### src/rtl/sync_fifo_pkg.sv
// sync_fifo_pkg: write-side FSM state type and wrap-aware pointer arithmetic for sync_packet_fifo
package sync_fifo_pkg;
  typedef enum logic [1:0] {IDLE, IN_FRAME, DISCARD} wr_state_t;
  function automatic int unsigned ptr_diff(input int unsigned a, input int unsigned b, input int unsigned w);
    return (a - b) & ((32'd1 << w) - 32'd1);
  endfunction
endpackage

### src/rtl/sync_fifo_ram.sv
// sync_fifo_ram: dual-port {last,data} store; ports clk_i/rstn_i, write we_i/waddr_i/wdata_i, read re_i/raddr_i, head_o (async peek), rdata_o (async if P_FWFT else registered on re_i)
module sync_fifo_ram #(
  parameter int P_WIDTH = 9,
  parameter int P_ADDR_WIDTH = 4,
  parameter int P_FWFT = 1
) (
  input  logic                    clk_i,
  input  logic                    rstn_i,
  input  logic                    we_i,
  input  logic [P_ADDR_WIDTH-1:0] waddr_i,
  input  logic [P_WIDTH-1:0]      wdata_i,
  input  logic                    re_i,
  input  logic [P_ADDR_WIDTH-1:0] raddr_i,
  output logic [P_WIDTH-1:0]      head_o,
  output logic [P_WIDTH-1:0]      rdata_o
);
  logic [P_WIDTH-1:0] mem [2**P_ADDR_WIDTH];
  logic [P_WIDTH-1:0] rd_q;
  always_ff @(posedge clk_i)
    if (we_i) mem[waddr_i] <= wdata_i;
  always_ff @(posedge clk_i or negedge rstn_i)
    if (!rstn_i) rd_q <= '0;
    else if (re_i) rd_q <= head_o;
  assign head_o = mem[raddr_i];
  assign rdata_o = (P_FWFT != 0) ? head_o : rd_q;
endmodule

### src/rtl/sync_packet_fifo.sv
// sync_packet_fifo: frame-aware sync FIFO with commit/rollback and overflow discard; write wr_i/data_i/wr_last_i/wr_drop_i, read rd_i -> data_o/rd_last_o, status empty_o/full_o/fill_level_o/frame_count_o/drop_o
module sync_packet_fifo
  import sync_fifo_pkg::*;
#(
  parameter int P_DATA_WIDTH = 8,
  parameter int P_ADDR_WIDTH = 4,
  parameter int P_FWFT = 1
) (
  input  logic                    clk_i,
  input  logic                    rstn_i,
  input  logic                    wr_i,
  input  logic [P_DATA_WIDTH-1:0] data_i,
  input  logic                    wr_last_i,
  input  logic                    wr_drop_i,
  input  logic                    rd_i,
  output logic [P_DATA_WIDTH-1:0] data_o,
  output logic                    rd_last_o,
  output logic                    empty_o,
  output logic                    full_o,
  output logic [P_ADDR_WIDTH:0]   fill_level_o,
  output logic [P_ADDR_WIDTH:0]   frame_count_o,
  output logic                    drop_o
);
  localparam int unsigned PW = P_ADDR_WIDTH + 1;
  localparam logic [P_ADDR_WIDTH:0] DEPTH = {1'b1, {P_ADDR_WIDTH{1'b0}}};
  wr_state_t state_q, state_d;
  logic [P_ADDR_WIDTH:0] wr_ptr_q, wr_ptr_d, cmt_ptr_q, cmt_ptr_d, rd_ptr_q, frame_cnt_q;
  logic drop_q, drop_d, we, commit, pop, pop_last;
  logic [P_DATA_WIDTH:0] head, rd_word;
  sync_fifo_ram #(.P_WIDTH(P_DATA_WIDTH + 1), .P_ADDR_WIDTH(P_ADDR_WIDTH), .P_FWFT(P_FWFT)) u_ram (
    .clk_i(clk_i),
    .rstn_i(rstn_i),
    .we_i(we),
    .waddr_i(wr_ptr_q[P_ADDR_WIDTH-1:0]),
    .wdata_i({wr_last_i, data_i}),
    .re_i(pop),
    .raddr_i(rd_ptr_q[P_ADDR_WIDTH-1:0]),
    .head_o(head),
    .rdata_o(rd_word)
  );
  assign fill_level_o = PW'(ptr_diff(32'(wr_ptr_q), 32'(rd_ptr_q), PW));
  assign full_o = fill_level_o == DEPTH;
  assign empty_o = rd_ptr_q == cmt_ptr_q;
  assign pop = rd_i && !empty_o;
  assign pop_last = pop && head[P_DATA_WIDTH];
  assign commit = we && wr_last_i;
  assign frame_count_o = frame_cnt_q;
  assign drop_o = drop_q;
  assign {rd_last_o, data_o} = (P_FWFT != 0 && empty_o) ? {(P_DATA_WIDTH + 1){1'b0}} : rd_word;
  // Overflow rewinds wr_ptr to the last commit so a partial frame never consumes space.
  always_comb begin
    state_d = state_q;
    wr_ptr_d = wr_ptr_q;
    cmt_ptr_d = cmt_ptr_q;
    drop_d = 1'b0;
    we = 1'b0;
    if (state_q == DISCARD) begin
      if (wr_drop_i || (wr_i && wr_last_i)) begin
        state_d = IDLE;
        drop_d = 1'b1;
      end
    end else if (wr_drop_i) begin
      wr_ptr_d = cmt_ptr_q;
      state_d = IDLE;
      drop_d = wr_i || state_q == IN_FRAME;
    end else if (wr_i && full_o) begin
      wr_ptr_d = cmt_ptr_q;
      state_d = wr_last_i ? IDLE : DISCARD;
      drop_d = wr_last_i;
    end else if (wr_i) begin
      we = 1'b1;
      wr_ptr_d = wr_ptr_q + PW'(1);
      cmt_ptr_d = wr_last_i ? wr_ptr_d : cmt_ptr_q;
      state_d = wr_last_i ? IDLE : IN_FRAME;
    end
  end
  always_ff @(posedge clk_i or negedge rstn_i)
    if (!rstn_i) begin
      state_q <= IDLE;
      wr_ptr_q <= '0;
      cmt_ptr_q <= '0;
      rd_ptr_q <= '0;
      frame_cnt_q <= '0;
      drop_q <= 1'b0;
    end else begin
      state_q <= state_d;
      wr_ptr_q <= wr_ptr_d;
      cmt_ptr_q <= cmt_ptr_d;
      rd_ptr_q <= rd_ptr_q + PW'(pop);
      frame_cnt_q <= frame_cnt_q + PW'(commit) - PW'(pop_last);
      drop_q <= drop_d;
    end
endmodule

### config.mk
export PLATFORM = sky130hd
export DESIGN_NAME = sync_packet_fifo
export DESIGN_NICKNAME = d
export VERILOG_FILES = /design/src/rtl/sync_fifo_pkg.sv /design/src/rtl/sync_fifo_ram.sv /design/src/rtl/sync_packet_fifo.sv
export SDC_FILE = /design/constraint.sdc
export NUM_CORES = 1
export LEC_CHECK = 0
export CORE_ASPECT_RATIO = 1.4
export CORE_MARGIN = 3
export CORE_UTILIZATION = 30
export CTS_CLUSTER_DIAMETER = 80
export DETAILED_ROUTE_END_ITERATION = 6
export HOLD_SLACK_MARGIN = 0.05
export MAX_ROUTING_LAYER = met4
export PLACE_DENSITY = 0.52
export REMOVE_ABC_BUFFERS = 1
export SYNTH_ARGS = -nofsm -noshare
export SYNTH_HDL_FRONTEND = slang
export SYNTH_HIERARCHICAL = 1
export SYNTH_SLANG_ARGS = --single-unit
### constraint.sdc
create_clock -name clk_i -period 8.35 [get_ports clk_i]
set_input_delay 1.67 -clock clk_i [delete_from_list [all_inputs] [get_ports clk_i]]
set_output_delay 1.67 -clock clk_i [all_outputs]
set_load 0.1 [all_outputs]
==> metrics, run 1 <==
Root Buffer clkbuf_16; reg-to-reg slack, setup approximately 4100 ps; die height 190 um; EDFF count, synth approximately 140; Post-Syn Instances 412; fin. max-slew vios 0; PortBufs 35; Req. time, crit path 6680 ps; # DRC 0; CP startpoint wr_ptr_q[0]; Worst-Skew Late Latency 420 ps; total grt overflow 0; # resized after CTS 0; Worst slew margin 0.246; core area 23,500 um2; # clock sinks 167; IO Count 36; Initial Util 0.308; Setup Buffers After CTS 0; die footprint 26,000 um2; Fin Setup TNS 0 ps; site row count 66; final hold violations 0; period utilization 0.711; Tmin final between 5000 and 6000 ps; area of the mapped netlist 7230 um2; register area share after synthesis 0.678; post-DP HPWL 9500 um; CP max FO 15; number of CTS-inserted buffers 17; DIE WIDTH 137 um; Vias/cell about 4.8; Finish-stage setup viols 0; clk_skew 6.15 ps; number of nets in the layout between 400 and 500; asr flop ratio synth 0.138; hold buffers post-CTS 0; drt first pass iters 4; number of global-route vias before repair 3,991; Diodes inserted 0; Yosys warnings 6; Worst R2R Path Depth 17; initial drt markers 335; RSZ-0062 raised after global routing no; worst path arrival time 4270 ps; total track usage 0.126; routed wire length 14,900 um; antenna viol nets, final 0; global-route wire length before repair 23,500 um; Placed Area 7810 um2; Fmax achieved 168 MHz; Syn Area/Cell 17.6 um2; worst reg2reg startpoint wr_ptr_q[0]; H-tree Lvls 4; crit end category primary output; kind of critical path flop to primary output; clock buffer depth 2; routability congestion estimate 0.779; Hold Crit Class flop to flop; CTS tree built; max_cap viols 0; Tightest Pin Transition 1130 ps; Setup crit start kind flop; area grow syn2layout 15.8%; Final Cell Area 8370 um2; clock slew at reported path FFs 60 ps; share of layout cells above drive strength 1 0.140; Distinct cells, synth between 40 and 50; post-synthesis register bit count 167; FF-to-FF End frame_count_o[4]; largest net degree at the start of global routing 40; antenna violations before repair 0; ys flop type edfxtp_1; Setup crit end full_o; WL per Instance 19.5 um; status finished, final reports clean; via count roughly 3,700
[state kept, by name, indices dropped and copies added (netlist names)]
name,cells
cmt_ptr_q,5
drop_o,1
frame_count_o,5
rd_ptr_q,5
state_q,2
u_ram/mem,144
wr_ptr_q,5
[worst min path at each step]
stage | slack, ps | to | from | depth (start not counted)
floorplan | 500 | rd_ptr_q[4] | rd_ptr_q[4] | 1
global placement | 500 | frame_count_o[0] | frame_count_o[0] | 1
detailed placement | 500 | frame_count_o[0] | frame_count_o[0] | 1
CTS | 520 | frame_count_o[0] | frame_count_o[0] | 1
global route | 550 | frame_count_o[0] | frame_count_o[0] | 1
finish | 510 | frame_count_o[0] | frame_count_o[0] | 1
[through the flow]
stage,std cells,utilization,hold WS (ps),setup slack [ps]
after detailed placement,734,0.333,503,2820
after global placement,734,0.333,498,2880
after floorplan,387,-,501,1760
after global routing,764,0.357,549,2150
final,764,0.357,510,2410
after CTS,764,0.357,522,2360
[synth_stat cells, types with 2 or more instances]
cell	count	area, um2
nand2_1	15	56.3
a32oi_1	3	26.3
nor2_1	20	75.1
xor2_1	9	78.8
buf_4	11	82.6
edfxtp_1	144	4320
ha_1	12	150
o21ai_0	4	20.0
buf_6	4	45.0
a22oi_1	18	135
inv_1	20	75.1
mux2i_1	6	60.1
clkbuf_1	3	11.3
and2_1	11	68.8
nor2b_1	2	12.5
or3b_2	2	17.5
xnor2_1	9	78.8
mux4_2	21	473
o21ai_1	2	10.0
nor3_1	10	50.1
nand2b_1	5	31.3
a21oi_1	8	40.0
fa_1	2	40.0
mux4_1	15	394
nand3b_1	3	22.5
nand3_1	6	30.0
a21o_1	3	22.5
dfrtp_1	23	576
buf_2	3	15.0
[cells by family after synthesis]
logic type | share of synthesized area
xor+xnor | 0.0241
fa+ha+maj | 0.0263
compound gates | 0.0446
flops | 0.678
simple gates | 0.0585
buf+inv | 0.0388
mux | 0.130
[area by class of cell]
class,instances,area [um2]
inverter,20,75.1
multi-input combinational,200,2050
clock inverter,10,130
clock buffer,20,437
timing repair buffer,41,395
sequential,167,4900
fill,2259,15100
tap,306,383
[metal layers]
metal  global-route usage  up-vias  wire length (um)
met5                    -        -                 0
met4               0.0338        0               161
met3               0.0288       15               652
met2                0.213       86              8050
met1                0.151     1921              6010
li1                     -     1673                 -
[cells in the final DEF (no fill, tap or decap), types with 3 or more instances in the layout]
master | Yosys | routed
edfxtp_1 | 144 | 144
clkdlybuf4s50_1 | 0 | 35
dfrtp_1 | 23 | 22
mux4_2 | 21 | 21
inv_1 | 20 | 20
nor2_1 | 20 | 20
a22oi_1 | 18 | 18
clkbuf_16 | 0 | 17
nand2_1 | 15 | 15
mux4_1 | 15 | 15
ha_1 | 12 | 12
and2_1 | 11 | 11
nor3_1 | 10 | 10
xor2_1 | 9 | 9
xnor2_1 | 9 | 9
a21oi_1 | 8 | 8
nand3_1 | 6 | 6
mux2i_1 | 6 | 6
buf_4 | 11 | 6
nand2b_1 | 5 | 5
o21ai_0 | 4 | 4
clkinv_2 | 0 | 4
a21o_1 | 3 | 3
a32oi_1 | 3 | 3
nand3b_1 | 3 | 3
bufinv_16 | 0 | 3
clkbuf_1 | 3 | 3
[critical path, stage by stage (launching register included)]
cell	delay (ps)
dfrtp_1	510
inv_1	140
ha_1	190
inv_1	60
fa_1	390
a21o_1	190
a21oi_2	140
xnor2_1	130
nor4_4	810
clkdlybuf4s50_1	1280
Power of run 1 is not shown: default switching activity piles up to over one toggle a cycle in this logic, so the estimate is an artifact.
==> run 2: changes to the inputs <==
--- a/config.mk
+++ b/config.mk
@@ -12,7 +12,7 @@
 export DETAILED_ROUTE_END_ITERATION = 6
 export HOLD_SLACK_MARGIN = 0.05
 export MAX_ROUTING_LAYER = met4
-export PLACE_DENSITY = 0.52
+export PLACE_DENSITY = 0.53
 export REMOVE_ABC_BUFFERS = 1
 export SYNTH_ARGS = -nofsm -noshare
 export SYNTH_HDL_FRONTEND = slang
==> constraint.sdc (replaced) <==
create_clock -name clk_i -period 4.81 [get_ports clk_i]
set_input_delay 0.962 -clock clk_i [delete_from_list [all_inputs] [get_ports clk_i]]
set_output_delay 0.962 -clock clk_i [all_outputs]
set_load 0.1 [all_outputs]
==> run 2 against run 1 <==
  * Final cell count up 2.5%
  * Non-clock buffer count up 17
  * Routed wire length up 2.7%
  * First-iteration DRC count down 28%
==> metrics, run 2 (synthesized netlist as in run 1, its figures left out) <==
number of CTS-inserted buffers 17; DIE WIDTH between 100 and 150 um; Worst-Skew Late Latency roughly 420 ps; period utilization 0.810; share of layout cells above drive strength 1 0.212; fin cells between 700 and 800; clk_skew 8.52 ps; Hold Crit Class flop to flop; Reg with most FFs u_ram/mem; clock slew at reported path FFs 70 ps; CP startpoint rd_ptr_q[0]; CP max FO 11; routed wire length between 15,000 and 20,000 um; Req. time, crit path between 4000 and 5000 ps; reg-to-reg slack, setup 910 ps; antenna violations before repair 0; worst path arrival time 3950 ps; fin. max-slew vios 0; PortBufs 35; area grow syn2layout 17.4%; site row count between 60 and 70; Placed Instances 751; total grt overflow 0; # clock sinks 167; final hold violations 0; die footprint around 26,000 um2; Vias/cell 4.79; Worst slew margin 0.349; Finish-stage setup viols 0; Setup crit end u_ram/mem[2][8]; IO Count 36; Worst R2R Path Depth 10; total track usage 0.127; Root Buffer clkbuf_16; crit end category flop; CTS tree built; Tmin final 3900 ps; number of global-route vias before repair just over 4,000; number of nets in the layout 492; FF-to-FF End u_ram/mem[2][8]; clock buffer depth 2; initial drt markers 241; hold buffers post-CTS 0; # DRC 0; core area 23,500 um2; Fmax achieved 257 MHz; routability congestion estimate ~0.74; max_cap viols 0; # resized after CTS 0; WL per Instance 19.5 um; global-route wire length before repair 23,500 um; via count about 3,800; antenna viol nets, final 0; worst reg2reg startpoint rd_ptr_q[0]; commonest non-fill, non-tap cell in the layout edfxtp_1; Setup crit start kind flop; largest net degree at the start of global routing 40; kind of critical path flop to flop; leading cell types in the layout, fill and taps excluded 144 x edfxtp_1, 37 x buf_4, 22 x dfrtp_1; Initial Util 0.308; Largest register FFs 144; status finished, final reports clean; Tightest Pin Transition 974 ps; drt first pass iters 4; Diodes inserted 0; RSZ-0062 raised after global routing no; H-tree Lvls 4; post-DP HPWL 10,000 um; Setup Buffers After CTS 0; die height 190 um
## run 2: layer usage
metal | track usage | wire length (um) | up-vias
met4 | 0.0361 | 149 | 0
met1 | 0.151 | 6440 | 1956
met3 | 0.0251 | 461 | 15
met5 | - | 0 | -
li1 | - | - | 1713
met2 | 0.218 | 8220 | 70
## run 2: per-stage QoR
stage,instance area (um2),setup slack [ps],util,setup TNS (ps),hold slack (ps)
floorplan,7030,-1780,-,-192850,501
global placement,7910,961,0.337,0,500
detailed placement,7910,895,0.337,0,498
CTS,8490,868,0.362,0,518
global route,8490,700,0.362,0,554
finish,8490,914,0.362,0,514
## run 2: critical path, cell delays in order, from the launching register on
cell and delay [ps]:
dfrtp_2 590, ha_1 270, inv_1 60, fa_1 390, a21o_1 180, a21oi_2 140, xnor2_1 200, nor4_4 130
nor3_1 420, or3b_2 530, nor2_1 600
## run 2: worst min-delay path by stage
stage / slack (ps) / startpoint / endpoint / cells past startpoint
after detailed placement: 500 / frame_count_o[0] / frame_count_o[0] / 1
final: 510 / frame_count_o[0] / frame_count_o[0] / 1
after CTS: 520 / frame_count_o[0] / frame_count_o[0] / 1
after floorplan: 500 / rd_ptr_q[4] / rd_ptr_q[4] / 1
after global placement: 500 / frame_count_o[0] / frame_count_o[0] / 1
after global routing: 550 / frame_count_o[0] / frame_count_o[0] / 1
## run 2: area by class of cell
type,count,area [um2]
inverter,20,75.1
tap,306,383
fill,2238,15000
clock inverter,15,155
clock buffer,17,425
timing repair buffer,58,498
multi-input combinational,200,2050
sequential,167,4900
Power of run 2 is left out for the same reason.
==> run 3: changes to the inputs <==
--- a/config.mk
+++ b/config.mk
@@ -12,7 +12,7 @@
 export DETAILED_ROUTE_END_ITERATION = 6
 export HOLD_SLACK_MARGIN = 0.05
 export MAX_ROUTING_LAYER = met4
-export PLACE_DENSITY = 0.53
+export PLACE_DENSITY = 0.52
 export REMOVE_ABC_BUFFERS = 1
 export SYNTH_ARGS = -nofsm -noshare
 export SYNTH_HDL_FRONTEND = slang
==> constraint.sdc (replaced) <==
create_clock -name clk_i -period 3.6 [get_ports clk_i]
set_input_delay 0.72 -clock clk_i [delete_from_list [all_inputs] [get_ports clk_i]]
set_output_delay 0.72 -clock clk_i [all_outputs]
set_load 0.1 [all_outputs]
==> run 3 against run 2 <==
  * Via count grew 1.3%
  * Sequential share of layout area fell by 2.2 points
  * Utilization is 1.4 points higher
  * Final cell count rose by 1.9%
  * Largest cell class unchanged
==> metrics, run 3 (synthesized netlist as in run 1, its figures left out) <==
status finished, final reports clean; drt first pass iters 4; Hold Crit Class flop to flop; # clock sinks about 170; Fmax achieved 292 MHz; die height about 190 um; die footprint 26,000 um2; antenna viol nets, final 0; IO Count 36; clock buffer depth 2; number of CTS-inserted buffers 17; grt met1 use 0.154; WL per Instance 19.5 um; max_cap viols 0; via count 3,804; reg-to-reg slack, setup between 150 and 200 ps; GR Util met3 0.0259; # DRC 0; antenna violations before repair 0; area grow syn2layout 22.0%; H-tree Lvls 4; Setup crit start kind flop; site row count 66; Setup Buffers After CTS 0; Diodes inserted 0; kind of critical path flop to primary output; fillers about 2,200; PortBufs 35; Initial Util 0.308; FF-to-FF End frame_count_o[4]; Req. time, crit path 2880 ps; total grt overflow 0; number of global-route vias before repair 4,115; Root Buffer clkbuf_16; Worst R2R Path Depth 17; total track usage 0.130; Worst slew margin 0.339; Largest register FFs 144; most crowded layer after global routing met2; setup ws final 172 ps; DIE WIDTH ~140 um; largest net degree at the start of global routing 31; period utilization 0.952; Worst-Skew Late Latency 420 ps; CP max FO 14; worst slack, placed ~21 ps; area of the multi-input gates 2070 um2; clk_skew 4.40 ps; number of nets in the layout 507; CP startpoint wr_ptr_q[0]; clock slew at reported path FFs 60 ps; post-DP HPWL 10,500 um; core area 23,500 um2; register area between 4000 and 5000 um2; routability congestion estimate 0.817; Finish-stage setup viols 0; hold buffers post-CTS 0; fin. max-slew vios 0; routed wire length 15,600 um; Tmin final 3430 ps; CTS tree built; commonest non-fill, non-tap cell in the layout edfxtp_1; met2 Resource Use GR 0.227; Setup crit end full_o; Hold Slack roughly 500 ps; Tightest Pin Transition 988 ps; share of layout cells above drive strength 1 0.250; Vias/cell 4.77; RSZ-0062 raised after global routing no; worst reg2reg startpoint wr_ptr_q[0]; initial drt markers 276; crit end category primary output; Reg with most FFs u_ram/mem; leading cell types in the layout, fill and taps excluded 144 x edfxtp_1, 36 x buf_4, 22 x dfrtp_1; worst path arrival time 2710 ps; final hold violations 0; global-route wire length before repair around 24,000 um
==> run 3: changes by cell type in the layout (fill, tap and decap cells not counted), moves of 2 or more <==
cell,previous run,this run
clkinvlp_4,1,4
inv_8,1,3
fa_1,2,0
inv_6,1,4
fa_2,0,2
buf_12,1,16
buf_6,0,2
clkinv_2,4,0
clkinv_4,5,2
==> run 3: layer usage <==
metal / vias up / wire length [um]
li1: 1741 / -
met3: 12 / 416
met5: - / 0
met4: 0 / 138
met1: 1983 / 6450
met2: 68 / 8560
==> run 3: worst min path at each step <==
stage | cells past startpoint | end | slack (ps) | from
4_1_cts | 1 | frame_count_o[0] | 520 | frame_count_o[0]
6_report | 1 | frame_count_o[0] | 510 | frame_count_o[0]
2_1_floorplan | 0 | cmt_ptr_q[0] | 420 | rstn_i
3_5_place_dp | 1 | frame_count_o[0] | 510 | frame_count_o[0]
3_3_place_gp | 1 | frame_count_o[0] | 510 | frame_count_o[0]
5_1_grt | 1 | frame_count_o[0] | 560 | frame_count_o[0]
==> run 3: final cells by class <==
class                           instances  area share
Timing Repair Buffer                   73      0.0911
Clock buffer                           17      0.0482
Inverter                               20     0.00851
Multi-Input combinational cell        200       0.235
Clock inverter                         15      0.0184
Sequential cell                       167       0.556
Tap cell                              306      0.0434
==> run 3: critical path, cell delays in order, from the launching register on <==
cell and delay (ps):
dfrtp_1 370, inv_1 80, ha_2 190, inv_1 50, fa_2 340, a21o_1 170, a21oi_2 160, xnor2_2 110
nor4_4 390, buf_6 230, buf_12 190
==> run 3: through the flow <==
stage	instance area [um2]	instances	utilization	TNS, ps
2_1_floorplan	7030	387	-	-391370
3_3_place_gp	8190	766	0.349	0
3_5_place_dp	8190	766	0.349	0
4_1_cts	8790	798	0.375	0
5_1_grt	8820	798	0.376	0
6_report	8820	798	0.376	0
==> run 3: what timing repair did <==
item / CTS / global route
setup endpoints to repair: 6 / 6
endpoints found under the hold margin: 0 / 0
pin swaps: 0 / 3
gates resized for setup: 2 / 8
Power of run 3 is left out for the same reason.
==> patch 1, RTL diff (flow settings as in run 2) <==
`P_FWFT` is set to 1 in 2 places; all go to 0.
--- a/src/rtl/sync_fifo_ram.sv
+++ b/src/rtl/sync_fifo_ram.sv
@@ -2,7 +2,7 @@
 module sync_fifo_ram #(
   parameter int P_WIDTH = 9,
   parameter int P_ADDR_WIDTH = 4,
-  parameter int P_FWFT = 1
+  parameter int P_FWFT = 0
 ) (
   input  logic                    clk_i,
   input  logic                    rstn_i,
--- a/src/rtl/sync_packet_fifo.sv
+++ b/src/rtl/sync_packet_fifo.sv
@@ -4,7 +4,7 @@
 #(
   parameter int P_DATA_WIDTH = 8,
   parameter int P_ADDR_WIDTH = 4,
-  parameter int P_FWFT = 1
+  parameter int P_FWFT = 0
 ) (
   input  logic                    clk_i,
   input  logic                    rstn_i,
Check against the original RTL: not equivalent (Yosys sat finds a counterexample within 4 cycles, from zero or initial values and one cycle with rstn_i low).
==> patch 1 against run 2 <==
Sequential cell count up 9. Routed wire length up 4.0%. Hold slack better by 5.0 ps. Area after synthesis up 3.4%. Die area up 3.2%. Synthesized cell count up 9.7%. Worst setup slack worse by 170 ps. Core utilization up 0.11 points. Largest cell class unchanged. Cell area up 3.6%. Via count up 7.6%. Count of clock-buffer cells in the layout unchanged.
Power is left out: the tool's default activity adds up to more than one toggle a clock period on the data nets, which glitch-free logic cannot reach.
==> patch 1: results (changes against run 2) <==
| Metric | Value |
|---|---|
| Status | finished, final reports clean (unchanged) |
| Hold EP | u_ram/rdata_o[2] (was frame_count_o[0]) |
| CP peak stage delay | 500 ps (was 600 ps) |
| # fillers | 2243 (was 2238) |
| Placed Cells | 801 (was 751) |
| Worst Setup End Kind | register (unchanged) |
| GRT Total Usage | 0.126 (was 0.127) |
| Worst path slowest cell | dfrtp_1 (was nor2_1) |
| Biggest register | u_ram/mem (unchanged) |
| Max-slew violations | 0 (unchanged) |
| Port buffer count | 35 (unchanged) |
| Synth Warn # | 6 (unchanged) |
| Pin count of the biggest net entering global routing | 33 (was 40) |
| Largest register FFs | 144 (unchanged) |
| Critical path peak fanout | 11 (unchanged) |
| WL final | 15.9 mm (was 15.3 mm) |
| FF-to-FF path depth | 17 (was 10) |
| # DRC | 0 (unchanged) |
| CTS max path bufs | 2 (unchanged) |
| Slew margin rel. | 0.343 (was 0.349) |
| Vias in the first global route | 4324 (was 4048) |
| Worst hold path type | reg -> reg (unchanged) |
| Clk_skew | 11.4 ps (was 8.52 ps) |
| Worst skew pair latency | 420 ps (about the same) |
| Cells after Synth | 452 (was 412) |
| Vias | 4040 (was 3754) |
| # diodes | 0 (unchanged) |
| Nets | 538 (was 492) |
| Placement Setup Slack | 708 ps (was 895 ps) |
| 1st-iter DRT viols | 284 (was 241) |
| Setup slack, reg-to-reg | 740 ps (was 910 ps) |
| Min Tclk post-route | 4070 ps (was 3900 ps) |
| Via density | 4.85 (was 4.79) |
| First-pass GRT wire length | 25.0 mm (was 23.5 mm) |
| Share of layout cells above drive strength 1 | 0.187 (was 0.212) |
| HPWL Detailed | 10.8 mm (was 10.0 mm) |
| Placed cell areas | 8230 µm² (was 7910 µm²) |
| DR pass1 iterations | 5 (was 4) |
| Reg clk slew, reported paths | 70 ps (about the same) |
| R2r startpoint | wr_ptr_q[0] (was rd_ptr_q[0]) |
| Final Hold Slack | 519 ps (was 514 ps) |
| CTS resizes | 0 (unchanged) |
| RD Place Congestion | 0.817 (was 0.745) |
| Hold Startpoint | u_ram/rdata_o[2] (was frame_count_o[0]) |
| R2r endpoint | frame_count_o[4] (was u_ram/mem[2][8]) |
| H-tree lvl count | 4 (unchanged) |
| CP Data Arrival Time | 4410 ps (was 3950 ps) |
| Post-CTS Setup Repair Bufs | 0 (unchanged) |
-- patch 1: cell type report --
class                   count  area [µm²]  share of cell area
multi-input cells         240        2150               0.245
repair buffers             56         488              0.0555
well taps                 310         388              0.0441
flip-flops and latches    176        5130               0.583
clock buffers              17         425              0.0484
inverters                  19        71.3             0.00811
clock inverters            15         145              0.0165
-- patch 1: metal layers --
| metal | track usage | part of all wire |
|---|---|---|
| met5 | - | 0 |
| met4 | 0.0456 | 0.015 |
| met3 | 0.0178 | 0.024 |
| met2 | 0.233 | 0.56 |
| met1 | 0.139 | 0.40 |
-- patch 1: worst max-delay path, delay by kind of cell, from the launching register on --
kind                     cells  cell delay [ps]
adder cells (fa/ha/maj)      5             1500
AO/OA/AOI/OAI                4              840
AND/OR/NAND/NOR              2              540
flip-flops                   1              500
buffers and inverters        5              480
XOR/XNOR                     1              130
==> patch 2, RTL diff (flow settings as in run 2) <==
Without the edit above. Re-encode `wr_state_t` (3 states) as one-hot, 3 bits wide.
--- a/src/rtl/sync_fifo_pkg.sv
+++ b/src/rtl/sync_fifo_pkg.sv
@@ -1,6 +1,6 @@
 // sync_fifo_pkg: write-side FSM state type and wrap-aware pointer arithmetic for sync_packet_fifo
 package sync_fifo_pkg;
-  typedef enum logic [1:0] {IDLE, IN_FRAME, DISCARD} wr_state_t;
+  typedef enum logic [2:0] {IDLE = 3'b001, IN_FRAME = 3'b010, DISCARD = 3'b100} wr_state_t;
   function automatic int unsigned ptr_diff(input int unsigned a, input int unsigned b, input int unsigned w);
     return (a - b) & ((32'd1 << w) - 32'd1);
   endfunction
Formal check against the unedited RTL: no difference found for any inputs over 4 cycles, from zero or initial values and one cycle with rstn_i low; so few cycles prove little.
==> patch 2 against run 2 <==
First-iteration DRC count is 22% higher. Worst setup slack got worse by 150 ps. Routed wire length down 0.68%. Cell count down 0.26%. Cell area down 0.74%. Sequential cell count grew 1. Critical endpoint is now frame_count_o[4]. Core utilization decreased by 0.27 points. Area after synthesis hardly changed. Die area about the same.
Power is left out: the tool's default activity adds up to more than one toggle a clock period on the data nets, which glitch-free logic cannot reach.
==> patch 2: results (changes against run 2) <==
| Metric | Value |
|---|---|
| Met2 Track Usage GR | 0.206 (was 0.218) |
| 1st-iter DRT viols | 295 (was 241) |
| Synth Area in Adders | 0.0263 (about the same) |
| # fillers | 2242 (was 2238) |
| Status | finished, final reports clean (unchanged) |
| CP peak stage delay | 550 ps (was 600 ps) |
| Synth top area cells | edfxtp_1, dfrtp_1, mux4_2 (unchanged) |
| Vias in the first global route | 3987 (was 4048) |
| GRT Total Usage | 0.127 (about the same) |
| Nets | 491 (was 492) |
| Placed Cells | 750 (was 751) |
| Yosys cell types | 47 (unchanged) |
| First-pass GRT wire length | 23.8 mm (was 23.5 mm) |
| GRT met3 Usage | 0.0270 (was 0.0251) |
| Largest register FFs | 144 (unchanged) |
| Via density | 4.82 (was 4.79) |
| Top cells by count, synth | edfxtp_1, dfrtp_1, inv_1 (was edfxtp_1, dfrtp_1, mux4_2) |
| Post-synth ARST share | 0.143 (was 0.138) |
| Share of layout cells above drive strength 1 | 0.206 (was 0.212) |
| RD Place Congestion | 0.846 (was 0.745) |
| XOR/XNOR Fraction of Synth Area | 0.0253 (was 0.0240) |
| Post-synthesis sequential area ratio | 0.681 (was 0.678) |
| CP top delay family | adder cells (was simple AND/OR/NAND/NOR gates) |
| Proportion of synthesized area in mux cells | 0.132 (was 0.130) |
| Met1 track demand over resource | 0.161 (was 0.151) |
| HPWL Detailed | 10.2 mm (was 10.0 mm) |
| Worst path slowest cell | a311oi_2 (was nor2_1) |
| Cells after Synth | 411 (was 412) |
| Placed cell areas | 7900 µm² (was 7910 µm²) |
| Initial antenna violation count | 1 (was 0) |
| Clk_skew | 13.4 ps (was 8.52 ps) |
| Synth Area in Compound Gates | 0.0479 (was 0.0446) |
| WL final | 15.2 mm (was 15.3 mm) |
| Placement Setup Slack | 742 ps (was 895 ps) |
==> patch 2: final cells by class <==
type | instances | area (µm²) | share of cell area
Clock buffer | 17 | 425 | 0.0505
Clock inverter | 14 | 103 | 0.0122
Inverter | 22 | 82.6 | 0.00980
Multi-Input combinational cell | 198 | 2040 | 0.242
Sequential cell | 168 | 4930 | 0.585
Tap cell | 306 | 383 | 0.0454
Timing Repair Buffer | 56 | 470 | 0.0558
==> patch 2: metal layers <==
layer,routed length [µm],up-vias
met1,6650,1945
li1,-,1706
met4,181,0
met5,0,-
met2,7810,97
met3,531,13
==> patch 2: final timing paths <==
path,start,slack (ps),cells past startpoint,end
max,wr_ptr_q[0],760,17,frame_count_o[4]
min,frame_count_o[0],520,1,frame_count_o[0]
max reg2reg,wr_ptr_q[0],760,17,frame_count_o[4]
min reg2reg,frame_count_o[0],520,1,frame_count_o[0]
max in group asynchronous,rstn_i,2890,1,rd_ptr_q[0]
min in group asynchronous,rstn_i,1160,1,state_q[2]
